## config.mk

```make
export PLATFORM = sky130hd
export DESIGN_NAME = msk_demodulator
export DESIGN_NICKNAME = d
export VERILOG_FILES = /design/src/rtl/msk_pkg.sv /design/src/rtl/msk_half_accum.sv /design/src/rtl/msk_demodulator.sv
export SDC_FILE = /design/constraint.sdc
export NUM_CORES = 1
export LEC_CHECK = 0
export CAP_MARGIN = 10
export CORE_ASPECT_RATIO = 1.25
export CORE_MARGIN = 4
export CORE_UTILIZATION = 34
export CTS_CLUSTER_DIAMETER = 150
export CTS_CLUSTER_SIZE = 10
export DETAILED_ROUTE_END_ITERATION = 7
export SYNTH_ARGS = -nofsm -noshare
export SYNTH_HDL_FRONTEND = slang
export SYNTH_SLANG_ARGS = --single-unit
```

## constraint.sdc

```tcl
create_clock -name G_CLK_TX -period 6.6 [get_ports G_CLK_TX]
set_input_delay 1.32 -clock G_CLK_TX [delete_from_list [all_inputs] [get_ports G_CLK_TX]]
set_output_delay 1.32 -clock G_CLK_TX [all_outputs]
set_load 0.05 [all_outputs]
```

## src/rtl/msk_pkg.sv

```systemverilog
// Shared MSK definitions for the TX modulator and RX demodulator: state encoding,
// mid-scale offset, default symbol geometry and accumulator sizing.
package msk_pkg;
    typedef enum logic [0:0] {
        IDLE = 1'b0,
        RUN  = 1'b1
    } msk_state_e;

    localparam int MIDSCALE            = 128;
    localparam int DEF_SAMPLES_PER_BIT = 32;
    localparam int DEF_BITS_PER_FRAME  = 8;

    // Half-symbol sum of (DATA_WIDTH+1)-bit signed samples never overflows this width.
    function automatic int acc_width(input int data_width, input int samples_per_bit);
        return data_width + 1 + $clog2(samples_per_bit / 2);
    endfunction
endpackage

```

## src/rtl/msk_half_accum.sv

```systemverilog
// Sample counter plus first-half / second-half sums of offset-removed samples;
// decides each bit from the signs of the two half sums.
module msk_half_accum
    import msk_pkg::*;
#(
    parameter int DATA_WIDTH      = 8,
    parameter int SAMPLES_PER_BIT = DEF_SAMPLES_PER_BIT
) (
    input  logic                  G_CLK_TX,
    input  logic                  reset,
    input  logic                  frame_start,
    input  logic                  sample_acc,
    input  logic [DATA_WIDTH-1:0] sample_in,
    output logic                  bit_done,
    output logic                  bit_val,
    output logic                  meas_phase
);
    localparam int                  ACC_W    = acc_width(DATA_WIDTH, SAMPLES_PER_BIT);
    localparam int                  CNT_W    = $clog2(SAMPLES_PER_BIT);
    localparam logic [DATA_WIDTH:0] MID      = (DATA_WIDTH + 1)'(MIDSCALE);
    localparam logic [CNT_W-1:0]    CNT_LAST = CNT_W'(SAMPLES_PER_BIT - 1);

    logic [DATA_WIDTH:0]     d_raw;
    logic signed [ACC_W-1:0] d_ext;
    logic signed [ACC_W-1:0] sum_b;
    logic [CNT_W-1:0]        cnt_q, cnt_d;
    logic signed [ACC_W-1:0] acc_a_q, acc_a_d;
    logic signed [ACC_W-1:0] acc_b_q, acc_b_d;
    logic                    last;

    assign d_raw = {1'b0, sample_in} - MID;
    assign d_ext = ACC_W'($signed(d_raw));
    assign sum_b = acc_b_q + d_ext;
    assign last  = (cnt_q == CNT_LAST);

    // The last sample always lands in the second half, so ACC_A is already final here.
    assign bit_done   = sample_acc & last;
    assign bit_val    = (acc_a_q[ACC_W-1] == sum_b[ACC_W-1]);
    assign meas_phase = acc_a_q[ACC_W-1];

    always_comb begin
        cnt_d   = cnt_q;
        acc_a_d = acc_a_q;
        acc_b_d = acc_b_q;
        if (frame_start) begin
            cnt_d   = CNT_W'(1);
            acc_a_d = d_ext;
            acc_b_d = '0;
        end else if (sample_acc) begin
            if (last) begin
                cnt_d   = '0;
                acc_a_d = '0;
                acc_b_d = '0;
            end else begin
                cnt_d = cnt_q + 1'b1;
                if (!cnt_q[CNT_W-1]) begin
                    acc_a_d = acc_a_q + d_ext;
                end else begin
                    acc_b_d = sum_b;
                end
            end
        end
    end

    always_ff @(posedge G_CLK_TX or negedge reset) begin
        if (!reset) begin
            cnt_q   <= '0;
            acc_a_q <= '0;
            acc_b_q <= '0;
        end else begin
            cnt_q   <= cnt_d;
            acc_a_q <= acc_a_d;
            acc_b_q <= acc_b_d;
        end
    end
endmodule

```

## src/rtl/msk_demodulator.sv

```systemverilog
// MSK receive demodulator: frames sample stream into bits and bytes with a one-cycle
// data_valid strobe. Optional phase-continuity check under MSK_DEMOD_PHASE_CHECK_EN.
//
// state | meaning
// IDLE  | waiting for an accepted sample with sync; busy=0
// RUN   | frame in progress, counting samples and bits; busy=1
module msk_demodulator
    import msk_pkg::*;
#(
    parameter int DATA_WIDTH      = 8,
    parameter int SAMPLES_PER_BIT = DEF_SAMPLES_PER_BIT,
    parameter int BITS_PER_FRAME  = DEF_BITS_PER_FRAME
) (
    input  logic                  G_CLK_TX,
    input  logic                  reset,
    input  logic                  enable,
    input  logic                  sync,
    input  logic                  sample_valid,
    input  logic [DATA_WIDTH-1:0] sample_in,
    output logic [DATA_WIDTH-1:0] data_out,
    output logic                  data_valid,
    output logic                  busy,
    output logic                  phase_err
);
    localparam int                BIT_W    = (BITS_PER_FRAME > 1) ? $clog2(BITS_PER_FRAME) : 1;
    localparam logic [BIT_W-1:0]  BIT_LAST = BIT_W'(BITS_PER_FRAME - 1);

    msk_state_e                state_q, state_d;
    logic [BIT_W-1:0]          bit_cnt_q, bit_cnt_d;
    logic [BITS_PER_FRAME-1:0] shreg_q, shreg_d;
    logic [BITS_PER_FRAME-1:0] word;
    logic [DATA_WIDTH-1:0]     word_ext;
    logic [DATA_WIDTH-1:0]     data_out_q, data_out_d;
    logic                      data_valid_q, data_valid_d;

    logic accept;
    logic frame_start;
    logic sample_acc;
    logic bit_done;
    logic bit_val;
    logic meas_phase;
    logic frame_done;

    assign accept      = enable & sample_valid;
    assign frame_start = accept & sync;
    assign sample_acc  = accept & ~sync & (state_q == RUN);
    assign frame_done  = bit_done & (bit_cnt_q == BIT_LAST);

    msk_half_accum #(
        .DATA_WIDTH      (DATA_WIDTH),
        .SAMPLES_PER_BIT (SAMPLES_PER_BIT)
    ) u_half_accum (
        .G_CLK_TX    (G_CLK_TX),
        .reset       (reset),
        .frame_start (frame_start),
        .sample_acc  (sample_acc),
        .sample_in   (sample_in),
        .bit_done    (bit_done),
        .bit_val     (bit_val),
        .meas_phase  (meas_phase)
    );

    always_comb begin
        word           = shreg_q;
        word[bit_cnt_q] = bit_val;
        word_ext       = '0;
        word_ext[BITS_PER_FRAME-1:0] = word;

        state_d      = state_q;
        bit_cnt_d    = bit_cnt_q;
        shreg_d      = shreg_q;
        data_out_d   = data_out_q;
        data_valid_d = 1'b0;
        // A sync sample restarts the frame even mid-frame; the old frame is dropped.
        if (frame_start) begin
            state_d   = RUN;
            bit_cnt_d = '0;
            shreg_d   = '0;
        end else if (bit_done) begin
            if (frame_done) begin
                state_d      = IDLE;
                bit_cnt_d    = '0;
                shreg_d      = '0;
                data_out_d   = word_ext;
                data_valid_d = 1'b1;
            end else begin
                bit_cnt_d = bit_cnt_q + 1'b1;
                shreg_d   = word;
            end
        end
    end

    always_ff @(posedge G_CLK_TX or negedge reset) begin
        if (!reset) begin
            state_q      <= IDLE;
            bit_cnt_q    <= '0;
            shreg_q      <= '0;
            data_out_q   <= '0;
            data_valid_q <= 1'b0;
        end else begin
            state_q      <= state_d;
            bit_cnt_q    <= bit_cnt_d;
            shreg_q      <= shreg_d;
            data_out_q   <= data_out_d;
            data_valid_q <= data_valid_d;
        end
    end

    assign data_out   = data_out_q;
    assign data_valid = data_valid_q;
    assign busy       = (state_q == RUN);

`ifdef MSK_DEMOD_PHASE_CHECK_EN
    logic exp_phase_q, exp_phase_d;
    logic perr_acc_q, perr_acc_d;
    logic phase_err_q, phase_err_d;
    logic perr_now;

    // Expected carrier phase flips after every 1 bit (half-cycle symbol).
    always_comb begin
        exp_phase_d = exp_phase_q;
        perr_acc_d  = perr_acc_q;
        phase_err_d = phase_err_q;
        perr_now    = perr_acc_q | (meas_phase != exp_phase_q);
        if (frame_start) begin
            exp_phase_d = 1'b0;
            perr_acc_d  = 1'b0;
        end else if (bit_done) begin
            exp_phase_d = exp_phase_q ^ bit_val;
            perr_acc_d  = perr_now;
            if (frame_done) begin
                phase_err_d = perr_now;
            end
        end
    end

    always_ff @(posedge G_CLK_TX or negedge reset) begin
        if (!reset) begin
            exp_phase_q <= 1'b0;
            perr_acc_q  <= 1'b0;
            phase_err_q <= 1'b0;
        end else begin
            exp_phase_q <= exp_phase_d;
            perr_acc_q  <= perr_acc_d;
            phase_err_q <= phase_err_d;
        end
    end

    assign phase_err = phase_err_q;
`else
    logic phase_unused;
    assign phase_unused = meas_phase;
    assign phase_err    = 1'b0;
`endif
endmodule

```

==> results by group <==
Timing
  – Slew headroom: between 50% and 60%
  – RSZ-0062 raised after global routing: no
  – Final Max Slew Viols: 0
  – Setup TNS: 0 ns
  – Final worst path period need: 4.23 ns
  – Worst setup margin: 2.37 ns
  – Final period utilization: ~64%
  – Fmax achieved: 236 MHz
  – Worst Tran Pin Value: 0.688 ns
  – Setup violators final: 0
  – Clock Skews: 0.00682 ns
  – Fin. Hold Viols: 0

Clock network
  – Post-CTS Hold Buffers: 0
  – Clk sink count: 52
  – CTS tree: built
  – # Post-CTS Setup Buffers: 0
  – Worst-Skew Late Latency: 0.29 ns
  – CTS-repair resized insts: 0
  – Reg clk slew, reported paths: ~0.08 ns
  – Htree depth: 2
  – TritonCTS buffer count: 5
  – Root buffer cell: clkbuf_16
  – CTS Buffer Depth: 2

Power and ir drop
  – Int Pwr: 716 uW
  – Net switching power: 404 uW
  – Pwr Density: ~280 nW/um^2
  – Combinational fraction of design power: 39.1%
  – Leakage: 0.00179 uW
  – Pwr Total: 1120 uW
  – Clock share of power: 24.9%
  – Max rail drop VDD: 0.164 mV
  – Flop pwr share: 36.0%
  – Sw frac: 36.1%

Floorplan
  – Die Span X: a little under 100 um
  – Starting Density: between 30% and 40%
  – I/O pin count: 24
  – Row count: 41
  – Die Ht: 122 um
  – Overall die area: 12200 um^2
  – Core area: 10200 um^2

Synth
  – Cell area after synthesis: 3560 um^2
  – Post-Syn Instances: 394
  – Mapped Avg Cell Area: 9.03 um^2
  – Seq cells post-synth: 52
  – Async set or reset register ratio after synthesis: 100%
  – Synth top area share: 36.6%
  – Post-synth net total: 437
  – Most frequent cell after synthesis: dfrtp_1
  – Biggest area consumer among synthesized cells: dfrtp_1
  – Largest cells by area after synthesis: dfrtp_1 37%, ha_1 9.8%, o21ai_0 6.6%
  – Seq/Total Area, Yosys: 36.6%
  – Primary FF master, synth: dfrtp_1
  – Synth cell count leaders: 52 x dfrtp_1, 47 x o21ai_0, 34 x nand2_1, 32 x nor2_1, 28 x ha_1
  – Synth warn: 0
  – Library cells used by synthesis: 55
  – Post-synth EDFFs: 0

Critical path
  – WP data required: 6.79 ns
  – Crit-path max FO: 11
  – Crit path DAT: approximately 4.4 ns
  – CP Launch Type: input port
  – Critical path type: input port to flop
  – Crit path capture type: flop

Global routing
  – Largest net degree at the start of global routing: 53
  – Global-route wire length before repair: between 10000 and 15000 um
  – Total gr overflow: 0
  – Initial antenna violation count: 0
  – Vias in the first global route: 2851
  – Gr usage total: 13.6%

Place
  – Dpl ws: 2.09 ns
  – Dpl cells: between 500 and 600
  – Gp weighted congestion: between 0.8 and 0.9
  – DP Wirelength: 5610 um
  – Port Buffer Count: 22

Detailed routing
  – Residual DRC: 0
  – WL/cell: 14.8 um
  – Final WL: 7930 um
  – Final ANT Viol Nets: 0
  – DRT Pass-1 Iters: 4
  – First DRT Iteration DRCs: 91
  – Vias per inst: 5.41
  – Vias: approximately 2.9k

Layout
  – Ant diodes: 0
  – Final nets: 449
  – Share of layout cells above drive strength 1: 7.37%
  – Post-Layout Cell Count: 536
  – Area Growth Syn to Fin: 13.2%

Run
  – Max-cap viol count: 0

Status
  – Status: completed

Min path
  – Min-delay worst type: flop to flop
[placed cells by master, fill, tap and decap left out, types with 6 or more instances in the layout]
master,Yosys,layout
a21oi_1,26,26
a211oi_1,6,6
nor2_1,32,32
nor3_1,12,12
clkdlybuf4s50_1,0,21
ha_1,28,28
xnor2_1,12,12
a22o_1,15,15
a21o_1,10,10
o21ai_0,47,47
or2_2,6,6
o31ai_1,11,11
inv_1,9,9
o21a_1,8,8
nand2_1,34,34
dfrtp_1,52,52
[power groups by stage]
stage / clock network (uW) / logic [uW] / registers, uW
final: 279 / 437 / 403
after global routing: 298 / 498 / 411
after CTS: 286 / 440 / 404
after detailed placement: 0 / 439 / 409
after global placement: 0 / 429 / 408
after floorplan: 0 / 361 / 398
[cells by family (layout without fill, tap and decap cells)]
logic type | after synthesis | in the layout | share of synthesized area [%]
multiplexers | 1 | 1 | 0.281
XOR/XNOR | 17 | 17 | 4.18
AND/OR/NAND/NOR | 122 | 122 | 17.4
buffers and inverters | 28 | 41 | 3.09
AO/OA/AOI/OAI | 143 | 143 | 27.4
adder cells (fa/ha/maj) | 30 | 30 | 11.0
other | 1 | 1 | 0.105
flip-flops | 52 | 52 | 36.6
[worst paths after layout]
check / cells after the start / from / slack, ns / to
min in group asynchronous: 2 / reset / 1.14 / u_half_accum.cnt_q[2]$_DFFE_PN0P_
worst min register to register: 2 / data_out[4]$_DFFE_PN0P_ / 0.48 / data_out[4]$_DFFE_PN0P_
worst min-delay path: 2 / data_out[4]$_DFFE_PN0P_ / 0.48 / data_out[4]$_DFFE_PN0P_
worst max register to register: 10 / u_half_accum.acc_b_q[0]$_DFFE_PN0P_ / 3.71 / shreg_q[3]$_DFFE_PN0P_
max in group asynchronous: 2 / reset / 5.00 / u_half_accum.acc_b_q[10]$_DFFE_PN0P_
worst max-delay path: 10 / sample_in[7] / 2.37 / shreg_q[3]$_DFFE_PN0P_
[routing by layer]
| metal | up-vias | track usage (%) | part of all wire, % |
|---|---|---|---|
| met3 | 4 | 2.16 | 3.0 |
| li1 | 1471 | - | - |
| met1 | 1387 | 17.3 | 47 |
| met2 | 36 | 24.3 | 50 |
| met4 | 0 | 2.82 | 0.55 |
| met5 | - | 0 | 0 |
[final cells by class]
cell class	count	area, um^2
Clock buffer	5	125
Clock inverter	3	27.5
Fill cell	1054	6130
Inverter	9	33.8
Multi-Input combinational cell	314	2150
Sequential cell	52	1300
Tap cell	129	161
Timing Repair Buffer	24	230
[worst max-delay path, cell delays in order]
cell and delay, ns:
clkdlybuf4s50_1 0.64, inv_1 0.27, ha_1 0.46, nand4_1 0.16
a2111oi_2 0.34, a211oi_2 0.14, or3_4 0.43, a21oi_4 0.29
nor2_4 0.12, o31ai_1 0.25
[per-stage QoR]
step | hold WS, ns | instance area [um^2] | utilization (%)
after global routing | 0.507 | 4030 | 39.6
after floorplan | 0.454 | 3560 | -
after CTS | 0.489 | 4030 | 39.6
final | 0.478 | 4030 | 39.6
after global placement | 0.463 | 3870 | 38.1
after detailed placement | 0.470 | 3870 | 38.1
[flip-flops by register name, summed over array words and instances, names as in the netlist]
signal / cells
u_half_accum.acc_a_q: 13
shreg_q: 8
data_valid: 1
u_half_accum.cnt_q: 5
u_half_accum.acc_b_q: 13
data_out: 8
bit_cnt_q: 3
busy: 1
(Power assumes the default switching activity.)
